--- src/rtl/pokey_pkg.sv ---
// Shared POKEY definitions: AUDC register layout used by every audio channel.
package pokey_pkg;

    // AUDC bit positions
    localparam int AUDC_POLY5_N = 7;  // 1 = bypass poly5 gating of the timer pulse
    localparam int AUDC_POLY4   = 6;  // 1 = poly4 source, 0 = poly17 source (when not pure tone)
    localparam int AUDC_PURE    = 5;  // 1 = pure square tone
    localparam int AUDC_VOLONLY = 4;  // 1 = output volume level directly

    typedef logic [7:0] audc_t;

endpackage : pokey_pkg

--- src/rtl/pokey_audio_channel.sv ---
// One POKEY audio channel output stage: distortion select, optional
// high-pass flip-flop and volume-only mode, producing the 4-bit sample
// for the mixer. Poly counters and timers are external and shared.
module pokey_audio_channel
    import pokey_pkg::*;
#(
    parameter audc_t AUDC_RESET = 8'h00,
    parameter bit    OUT_REG    = 1'b1
) (
    input  logic       clk,
    input  logic       reset,
    input  logic       ce,
    input  logic       audc_we,
    input  logic [7:0] audc_din,
    input  logic       timer_pulse,
    input  logic       poly4_bit,
    input  logic       poly5_bit,
    input  logic       poly17_bit,
    input  logic       hp_enable,
    input  logic       hp_clk,
    input  logic       init,
    output logic       chan_bit,
    output logic [3:0] vol_out
);

    audc_t      audc_q, audc_d;
    logic       tone_q, tone_d;
    logic       hp_q,   hp_d;
    logic       gate;
    logic [3:0] sample;

    // Next-state decode for AUDC, tone and high-pass flip-flops
    always_comb begin
        // NOTE: every always_comb output gets a default first so no path can infer a latch.
        audc_d = audc_q;
        tone_d = tone_q;
        hp_d   = hp_q;
        gate   = audc_q[AUDC_POLY5_N] | poly5_bit;

        if (audc_we) begin
            audc_d = audc_din;
        end

        // Tone decision always uses the AUDC value held before this ce
        if (init) begin
            tone_d = 1'b0;
        end else if (timer_pulse && gate) begin
            if (audc_q[AUDC_PURE]) begin
                tone_d = ~tone_q;
            end else if (audc_q[AUDC_POLY4]) begin
                tone_d = poly4_bit;
            end else begin
                tone_d = poly17_bit;
            end
        end

        // High-pass samples the pre-update tone, so a coincident timer pulse
        // and hp_clk see the old tone value
        if (init || !hp_enable) begin
            hp_d = 1'b0;
        end else if (hp_clk) begin
            hp_d = tone_q;
        end
    end

    // Output bit and volume selection from current state
    always_comb begin
        chan_bit = hp_enable ? (tone_q ^ hp_q) : tone_q;
        if (audc_q[AUDC_VOLONLY]) begin
            sample = audc_q[3:0];
        end else begin
            sample = chan_bit ? audc_q[3:0] : 4'h0;
        end
    end

    // Channel state registers, advanced only on clock-enabled edges
    always_ff @(posedge clk or posedge reset) begin
        // NOTE: sequential state uses non-blocking assignments so all flops update from pre-edge values.
        if (reset) begin
            audc_q <= AUDC_RESET;
            tone_q <= 1'b0;
            hp_q   <= 1'b0;
        end else if (ce) begin
            audc_q <= audc_d;
            tone_q <= tone_d;
            hp_q   <= hp_d;
        end
    end

    generate
        if (OUT_REG) begin : g_vol_reg
            logic [3:0] vol_q;

            // Registered volume sample, one ce behind the channel state
            always_ff @(posedge clk or posedge reset) begin
                if (reset) begin
                    vol_q <= 4'h0;
                end else if (ce) begin
                    vol_q <= sample;
                end
            end

            assign vol_out = vol_q;
        end else begin : g_vol_comb
            assign vol_out = sample;
        end
    endgenerate

endmodule : pokey_audio_channel

--- config.mk ---
export PLATFORM = sky130hd
export DESIGN_NAME = pokey_audio_channel
export DESIGN_NICKNAME = d
export VERILOG_FILES = /design/src/rtl/pokey_pkg.sv /design/src/rtl/pokey_audio_channel.sv
export SDC_FILE = /design/constraint.sdc
export NUM_CORES = 1
export LEC_CHECK = 0
export CAP_MARGIN = 10
export CELL_PAD_IN_SITES_DETAIL_PLACEMENT = 1
export CELL_PAD_IN_SITES_GLOBAL_PLACEMENT = 2
export CORE_MARGIN = 4
export CORE_UTILIZATION = 29
export DETAILED_ROUTE_END_ITERATION = 7
export PLACE_DENSITY = 0.8
export SLEW_MARGIN = 20
export SYNTH_ARGS = -nofsm -noshare
export SYNTH_HDL_FRONTEND = slang
export SYNTH_SLANG_ARGS = --single-unit
--- constraint.sdc ---
create_clock -name clk -period 2.6 [get_ports clk]
set_input_delay 0.65 -clock clk [delete_from_list [all_inputs] [get_ports clk]]
set_output_delay 0.65 -clock clk [all_outputs]
set_load 0.02 [all_outputs]
# ---- Word level (Yosys, flattened, before mapping)
# Cells that the tools add are included.
# Widths: inputs -> output; s select.
dict set report classes {
  muxes 9
  n_bitwise 3
  n_reduce_logical 8
}
# op count
set op_table {}
lappend op_table {{$mux 4} 2}
lappend op_table {{$mux 1} 7}
lappend op_table {{$reduce_and 2->1} 3}
lappend op_table {{$reduce_bool 2->1} 2}
lappend op_table {{$logic_and 1x1->1} 1}
lappend op_table {{$logic_not 1->1} 1}
lappend op_table {{$logic_or 1x1->1} 1}
lappend op_table {{$not 1->1} 1}
lappend op_table {{$or 1x1->1} 1}
lappend op_table {{$xor 1x1->1} 1}
dict set report word_totals {
  reg_bits 14
  input_bits 19
  output_inout_bits 5
  elab_cells 24
}

# ---- Logic depth before layout (Yosys ltp)
# Gate-level depths: netlist (run 1).
dict set report depth {
  ltp_word 4
  ltp_mapped 4
  mapped_depth_nobuf 3
}

# ---- Least setup slack after synthesis (run 1)
# Ideal clock, no wire load.
dict set report synth_path {
  path_type {input to output}
  startpoint {in hp_enable}
  endpoint {out chan_bit}
  arrival_time_ps 1114
  required_time_ps 1950
  setup_slack_ps 836
  path_stages 2
  n_path_buf 0
  cell_sequence {and3b_1 -> or2_1}
}
dict set report synth_between {
  elab_chain_len 1
}
# item line
set synth_lines {}
lappend synth_lines {{from (decl)} pokey_audio_channel.sv:19} ;# input logic hp_enable,
lappend synth_lines {{$mux 1} pokey_audio_channel.sv:68} ;# chan_bit = hp_enable ? (tone_q ^ hp_q) : tone_q;
lappend synth_lines {{to (decl)} pokey_audio_channel.sv:22} ;# output logic chan_bit,
# Every way passes these cells.

# ---- Final worst setup path (run 1)
# Same ends and word-level chain as after synthesis.

==> results.env, run 1 <==
FLOORPLAN.DIE.HEIGHT_UM=55.5
SYNTH.AVG_CELL_AREA_SQ_UM=13.4
SETUP.REG_TO_REG.WORST_SLACK_NS=1.33
GRT_ANTENNA_BEFORE_REPAIR=0
GRT_SETUP_UNREPAIRED='false'
SWITCHING_POWER_uW=161
DRT_PRE_ANTENNA_ITERS=3
WL_MET1_UM=574
FINISH_STAGE_SETUP_VIOLS=0
FINISH.UTILIZATION_PCT=46.2
AREA_DELTA_SYNTH_FINAL_PCT=45.2
CRITICAL-PATH-SLOWEST-CELL='clkdlybuf4s50_1'
LAYOUT-DRIVE-GT1-SHARE_PCT=24.7
CATEGORY_OF_CELLS_ACCOUNTING_FOR_THE_LARGEST_SHARE_OF_CRITICAL_PATH_DELAY='buffers and inverters'
POWER_SWITCHING_SHARE_PCT=28.5
CRIT_PATH_END_KIND='primary output'
IO_PINS=24
LARGEST_STAGE_DELAY_ON_THE_CRITICAL_PATH_NS=0.46
CRITPATHKIND='in -> out'
FIN_WORST_SKEW_NS=0.00520
TIMING_STARTPOINT_OF_THE_CRITICAL_PATH='hp_enable'
SYNTH_CELL_TYPES=22
YS_SEQ_AREA_SHARE_PCT=53.4
GRT_OVERFLOW_TOTAL=0
FINAL-MAX-SLEW-VIOLATION-COUNT=0
TOP_LAYER='met4'
CTS_ROOT_BUFFER_TYPE='clkbuf_4'
COUNT_OF_BUFFER_AND_INVERTER_CELLS_ON_THE_CRITICAL_PATH=2
FMAX_MHz=403
DETAILEDPLACE.WORSTSLACK_NS=-0.107
WORSTSKEWPAIRLATENCY_NS=0.28
CLOCK_SINK_COUNT=14
WORSTMARGINPINSLEW_NS=0.523
FINAL_ANTENNA_NET_COUNT=0
FIN_AREA_SQ_UM=952
PLACEABLE_CORE_REGION_SQ_UM=2060
WORST_SETUP_HOLD_PATH_CLK_SLEW_NS=0.08
POWER_PER_CELL_AREA_nW_PER_UM2=594
ROUTED-VIA-COUNT=498
PLACE.GP.CONGESTION=0.721
SYNTH_TOP_CELL_BY_AREA='dfrtp_1'
HOLDCRITSTARTPOINT='audc_q[7]'
REGTOREGENDPOINT='vol_out[0]'
CTS_MADE_BUFFERS=3
SYNTH_EDF_COUNT=0
R2R_CELLS=4
MAX_BUFFERS_ROOT_TO_SINK=2
TRITONCTS='done'
SYNTH_CELLS=49
NUMBER_OF_BUFFERS_INSERTED_TO_REPAIR_SETUP_AFTER_CTS=0
ROWS=16
GRT_START_MAX_NET_PINS=15
CRIT_ARRIVAL_NS=1.83
FIN_TNS_SETUP_NS=0
DIE_W_UM=55.5
NETLIST_TOP_CELLS_COUNT='dfrtp_1, mux2_2, mux2i_1, nor2_1, o21ai_0'
CAP_VIOL_MAX_COUNT=0
FINALWORSTPATHREQUIREDPERIOD_NS=2.48
POWER.SHARE.CLOCK_PCT=21.3
FILLCELLCOUNT=232
SYN_AREA_SQ_UM=656
ROUTE.DETAILED.VIAS_PER_INST=4.79
NNETSFINAL=98
HTREE_LEVELS=1
EFFECTIVE_UTILIZATION_AT_FLOORPLAN_PCT=31.8
SYNTH_FF_TYPE='dfrtp_1'
SYNTH.TOP_CELLS.BY_AREA='dfrtp_1, mux2_2, mux2i_1'
WORSTPATHCELLLIST='clkdlybuf4s50_1 > and3b_1 > or2_1 > dlygate4sd2_1'
WORSTPATHREQUIRED_NS=1.95
WORST_SLEW_MARGIN_REL_PCT=65.1
REMAINING_DRC_ERRORS=0
GLOBALROUTETOTALUTIL_PCT=10.6
P_SEQ_SHARE_PCT=49.1
STATIC-LEAKAGE-POWER_uW=0.000417
MET3_ROUTED_WL_UM=79
MIN-DELAY-PATH-CLASS='reg -> reg'
MIN_TO='audc_q[7]'
SYNTH-WARNING-COUNT=0
POWER.INTERNAL_uW=404
PLACE_AREA_SQ_UM=931
VDD.IR_DROP.WORST_uV=316
FINALWIRELENGTH_UM=1470
VIAS_IN_THE_FIRST_GLOBAL_ROUTE=517
YS_ASYNC_SR_FRACTION_PCT=100
YS_FF_LATCH=14
NET_COUNT_OF_THE_MAPPED_NETLIST=68
SYNTH.TOP_CELL.AREA_SHARE_PCT=53.4
TOP_COUNT_CELL_POST_SYNTH='dfrtp_1'
FRACTION_OF_POWER_CONSUMED_BY_COMBINATIONAL_CELLS_PCT=29.5
NUMBER_OF_ENDPOINTS_WITH_NEGATIVE_HOLD_SLACK_IN_THE_FINAL_REPORT=0
FINALWORSTSETUPSLACK_NS=0.116
HOLD_PATH_DEPTH=1
DIODES=0
CP_MAX_FO=3
WIRE_LENGTH_OF_THE_FIRST_GLOBAL_ROUTING_PASS_UM=2530
INITIALDRTVIOLATIONCOUNT=2
PORT_BUFFERS=23
AVGROUTEDWIREPERCELL_UM=14.1
WORST_SETUP_PATH_START_KIND='input port'
WORST_FLOP_TO_FLOP_PATH_STARTPOINT='tone_q'
DETAILROUTE.WIRELENGTH.MET2_UM=768
FLOORPLAN.DIE_AREA_SQ_UM=3090
LAYOUT_WORST_PATH_CYCLE_SHARE_PCT=95.5
DPL.HPWL_UM=1200
RUN_STATUS='finished clean'
[per-layer routing]
| metal | track usage, % | vias to the layer above |
|---|---|---|
| met5 | 0 | - |
| li1 | - | 233 |
| met4 | 7.29 | 0 |
| met3 | 2.56 | 5 |
| met2 | 18.2 | 15 |
| met1 | 11.3 | 245 |
[metrics by stage]
stage,cells,total power (uW),hold slack (ns)
3_3_place_gp,101,449,0.491
5_1_grt,104,598,0.543
4_1_cts,104,576,0.522
3_5_place_dp,101,457,0.504
2_1_floorplan,49,369,0.474
6_report,104,566,0.515
[layout make-up]
| class | instances | area [sq um] | area share (%) |
|---|---|---|---|
| Clock buffer | 3 | 22.5 | 2.37 |
| Inverter | 2 | 10.0 | 1.05 |
| Sequential cell | 14 | 350 | 36.8 |
| Timing Repair Buffer | 26 | 251 | 26.4 |
| Tap cell | 27 | 33.8 | 3.55 |
| Multi-Input combinational cell | 32 | 284 | 29.8 |
[worst max-delay path by stage]
stage,endpoint,cells after the start
4_1_cts,chan_bit,4
3_3_place_gp,chan_bit,4
2_1_floorplan,chan_bit,2
5_1_grt,chan_bit,4
3_5_place_dp,chan_bit,4
6_report,chan_bit,4
[state kept, by name, indices dropped and copies added, names as in the netlist]
register,count
audc_q,8
vol_out,4
tone_q,1
hp_q,1
[kinds of logic (layout without fill, tap and decap cells)]
group	Yosys count	after routing	share of synthesized area [%]
buf+inv	3	31	3.24
simple gates	12	12	12.8
compound gates	7	7	8.97
flops	14	14	53.4
mux	13	13	21.6
[power groups by stage]
stage          registers (uW)  clock network (uW)  logic (uW)
2_1_floorplan             293                   0        75.7
3_3_place_gp              281                   0         169
3_5_place_dp              283                   0         173
4_1_cts                   279                 126         171
5_1_grt                   285                 132         181
6_report                  278                 121         167
[layout by cell type, fill, tap and decap left out, types with 2 or more instances in the layout]
cell type        instances
dfrtp_1                 14
clkdlybuf4s50_1         22
buf_4                    3
nor2_1                   4
o21ai_0                  2
clkbuf_4                 3
mux2i_1                  4
mux2_2                   8
[timing repair]
action,in CTS,in global routing
setup endpoints to repair,1,0
resized for setup,1,0
hold buffers,0,0
No activity file was read; power rests on OpenSTA's default activity.
==> inputs of run 2 (changes only) <==
Settings changed: CTS_CLUSTER_SIZE from default to 25, PLACE_DENSITY 0.8 to default, PLACE_DENSITY_LB_ADDON from default to 0.1.
==> results.env, run 2 (synthesized netlist as in run 1, its figures left out) <==
RUN_STATUS='finished clean'
POWER_PER_CELL_AREA_nW_PER_UM2=625  # +5.2%
WORSTSKEWPAIRLATENCY_NS=0.28  # about the same
WORSTSETUPPATHDEPTH=4  # unchanged
FIN_AREA_SQ_UM=966  # +1.4%
EFFECTIVE_UTILIZATION_AT_FLOORPLAN_PCT=31.8  # unchanged
R2R_CELLS=4  # unchanged
FIN_WORST_SKEW_NS=0.00516  # -0.0000430 ns
FINISH.UTILIZATION_PCT=46.8  # +0.67 points
PORT_BUFFERS=23  # unchanged
VDD.IR_DROP.WORST_uV=250  # -21%
TRITONCTS='done'
MULTI_INPUT_LOGIC_AREA_SQ_UM=284  # unchanged
MIN-DELAY-PATH-CLASS='reg -> reg'
ROUTED-VIA-COUNT=484  # -2.8%
CRITICAL-PATH-SLOWEST-CELL='clkdlybuf4s50_1'
VIAS_IN_THE_FIRST_GLOBAL_ROUTE=550  # +6.4%
FINALWIRELENGTH_UM=1380  # -5.9%
WORSTPATHREQUIRED_NS=1.95  # about the same
HOLDBUFCOUNTCTS=0  # unchanged
WORSTMARGINPINSLEW_NS=0.522  # -0.00113 ns
FINAL.HOLD.WORST_SLACK_NS=0.513  # -0.00154 ns
LARGEST_REGISTER='audc_q'
CP_MAX_FO=3  # unchanged
GRT_OVERFLOW_TOTAL=0  # unchanged
FMAX_MHz=402  # -0.16%
GRT_ANTENNA_BEFORE_REPAIR=0  # unchanged
LARGEST_STAGE_DELAY_ON_THE_CRITICAL_PATH_NS=0.47  # about the same
DRT_PRE_ANTENNA_ITERS=2  # -1
FINAL_CELL_MIX='clkdlybuf4s50_1, dfrtp_1, mux2_2'
CLOCK_SINK_COUNT=14  # unchanged
PLACEABLE_CORE_REGION_SQ_UM=2060  # unchanged
FILLCELLCOUNT=226  # -2.6%
LARGEST_REGISTER_FFS=8  # unchanged
LAYOUT_WORST_PATH_CYCLE_SHARE_PCT=95.7  # +0.15 points
GRT_SETUP_UNREPAIRED='false'
GLOBALROUTETOTALUTIL_PCT=10.5  # -0.13 points
MIN_TO='audc_q[7]'
REMAINING_DRC_ERRORS=0  # unchanged
AREA_DELTA_SYNTH_FINAL_PCT=47.3
DIE_W_UM=55.5  # unchanged
LEADING_CELL_TYPE_IN_THE_LAYOUT_FILL_AND_TAPS_EXCLUDED='clkdlybuf4s50_1'
FINISH_STAGE_SETUP_VIOLS=0  # unchanged
WORSTPATHCELLLIST='clkdlybuf4s50_1 > and3b_1 > or2_1 > dlygate4sd2_1'
GRT_START_MAX_NET_PINS=15  # unchanged
HOLDCRITSTARTPOINT='audc_q[7]'
HOLD_PATH_DEPTH=1  # unchanged
WORST_SLEW_MARGIN_REL_PCT=65.2  # +0.076 points
NNETSFINAL=98  # unchanged
REGISTER_AREA_SQ_UM=350  # unchanged
REGTOREGENDPOINT='vol_out[2]'
NUMBER_OF_BUFFERS_INSERTED_TO_REPAIR_SETUP_AFTER_CTS=0  # unchanged
CAP_VIOL_MAX_COUNT=0  # unchanged
CRIT_PATH_END_KIND='primary output'
STATIC-LEAKAGE-POWER_uW=0.000424  # +1.7%
CATEGORY_OF_CELLS_ACCOUNTING_FOR_THE_LARGEST_SHARE_OF_CRITICAL_PATH_DELAY='buffers and inverters'
WORST_SETUP_PATH_START_KIND='input port'
AVGROUTEDWIREPERCELL_UM=13.2  # -6.8%
FINALWORSTPATHREQUIREDPERIOD_NS=2.49  # +0.00392 ns
FINALNONFILLERCELLS=105  # +0.96%
FLOORPLAN.DIE_AREA_SQ_UM=3090  # unchanged
MAX_BUFFERS_ROOT_TO_SINK=2  # unchanged
CTS_MADE_BUFFERS=3  # unchanged
WIRE_LENGTH_OF_THE_FIRST_GLOBAL_ROUTING_PASS_UM=2440  # -3.6%
ROWS=16  # unchanged
INITIALDRTVIOLATIONCOUNT=8  # +6
WORST_SETUP_HOLD_PATH_CLK_SLEW_NS=0.09  # about the same
SETUP.REG_TO_REG.WORST_SLACK_NS=1.34  # about the same
FINAL-MAX-SLEW-VIOLATION-COUNT=0  # unchanged
FLOORPLAN.DIE.HEIGHT_UM=55.5  # unchanged
LAYOUT-DRIVE-GT1-SHARE_PCT=25.6  # +0.97 points
NUMBER_OF_ENDPOINTS_WITH_NEGATIVE_HOLD_SLACK_IN_THE_FINAL_REPORT=0  # unchanged
COUNT_OF_BUFFER_AND_INVERTER_CELLS_ON_THE_CRITICAL_PATH=2  # unchanged
PLACE.GP.CONGESTION=0.697  # -3.3%
CTS_ROOT_BUFFER_TYPE='clkbuf_4'
FINAL_ANTENNA_NET_COUNT=0  # unchanged
DIODES=0  # unchanged
PLACE_AREA_SQ_UM=931  # unchanged
CRIT_ARRIVAL_NS=1.84  # about the same
ROUTE.DETAILED.VIAS_PER_INST=4.61  # -3.7%
WORST_FLOP_TO_FLOP_PATH_STARTPOINT='tone_q'
REPORT.POWER.TOTAL_uW=604  # +6.7%
PLACE_INST=101  # unchanged
HTREE_LEVELS=1  # unchanged
IO_PINS=24  # unchanged
CRITPATHKIND='in -> out'
## run 2: layer usage
| layer | vias up | track usage [%] | share of wire [%] |
|---|---|---|---|
| li1 | 230 | - | - |
| met1 | 233 | 11.1 | 44 |
| met2 | 17 | 17.9 | 47 |
| met3 | 4 | 3.50 | 6.7 |
| met4 | 0 | 6.25 | 2.1 |
| met5 | - | 0 | 0 |
## run 2: layout make-up
type                    instances  share of cell area, %
flip-flops and latches         14                   36.3
multi-input cells              32                   29.4
repair buffers                 26                   26.0
clock buffers                   4                   3.76
well taps                      27                   3.50
inverters                       2                   1.04
## run 2: how the worst max path moves through the flow
stage	start	endpoint	slack, ns
global route	hp_enable	chan_bit	0.08
detailed placement	hp_enable	chan_bit	-0.12
finish	hp_enable	chan_bit	0.11
CTS	hp_enable	chan_bit	0.11
floorplan	hp_enable	chan_bit	0.84
global placement	hp_enable	chan_bit	-0.06
## run 2: per-stage QoR
stage | setup TNS [ns] | worst slack (ns)
final | 0 | 0.112
after floorplan | 0 | 0.836
after global routing | 0 | 0.0831
after detailed placement | -0.116 | -0.116
after CTS | 0 | 0.106
after global placement | -0.0629 | -0.0629
## run 2: what timing repair did
action	4_1_cts	5_1_grt
endpoints found under the setup margin	1	0
resized for setup	1	0
endpoints found under the hold margin	0	0
## run 2: power breakdown
| part | switching [uW] | total (uW) | internal [uW] |
|---|---|---|---|
| registers | 23.4 | 277 | 253 |
| logic | 69.1 | 166 | 96.9 |
| clock network | 75.5 | 161 | 85.3 |
| total | 168 | 604 | 436 |
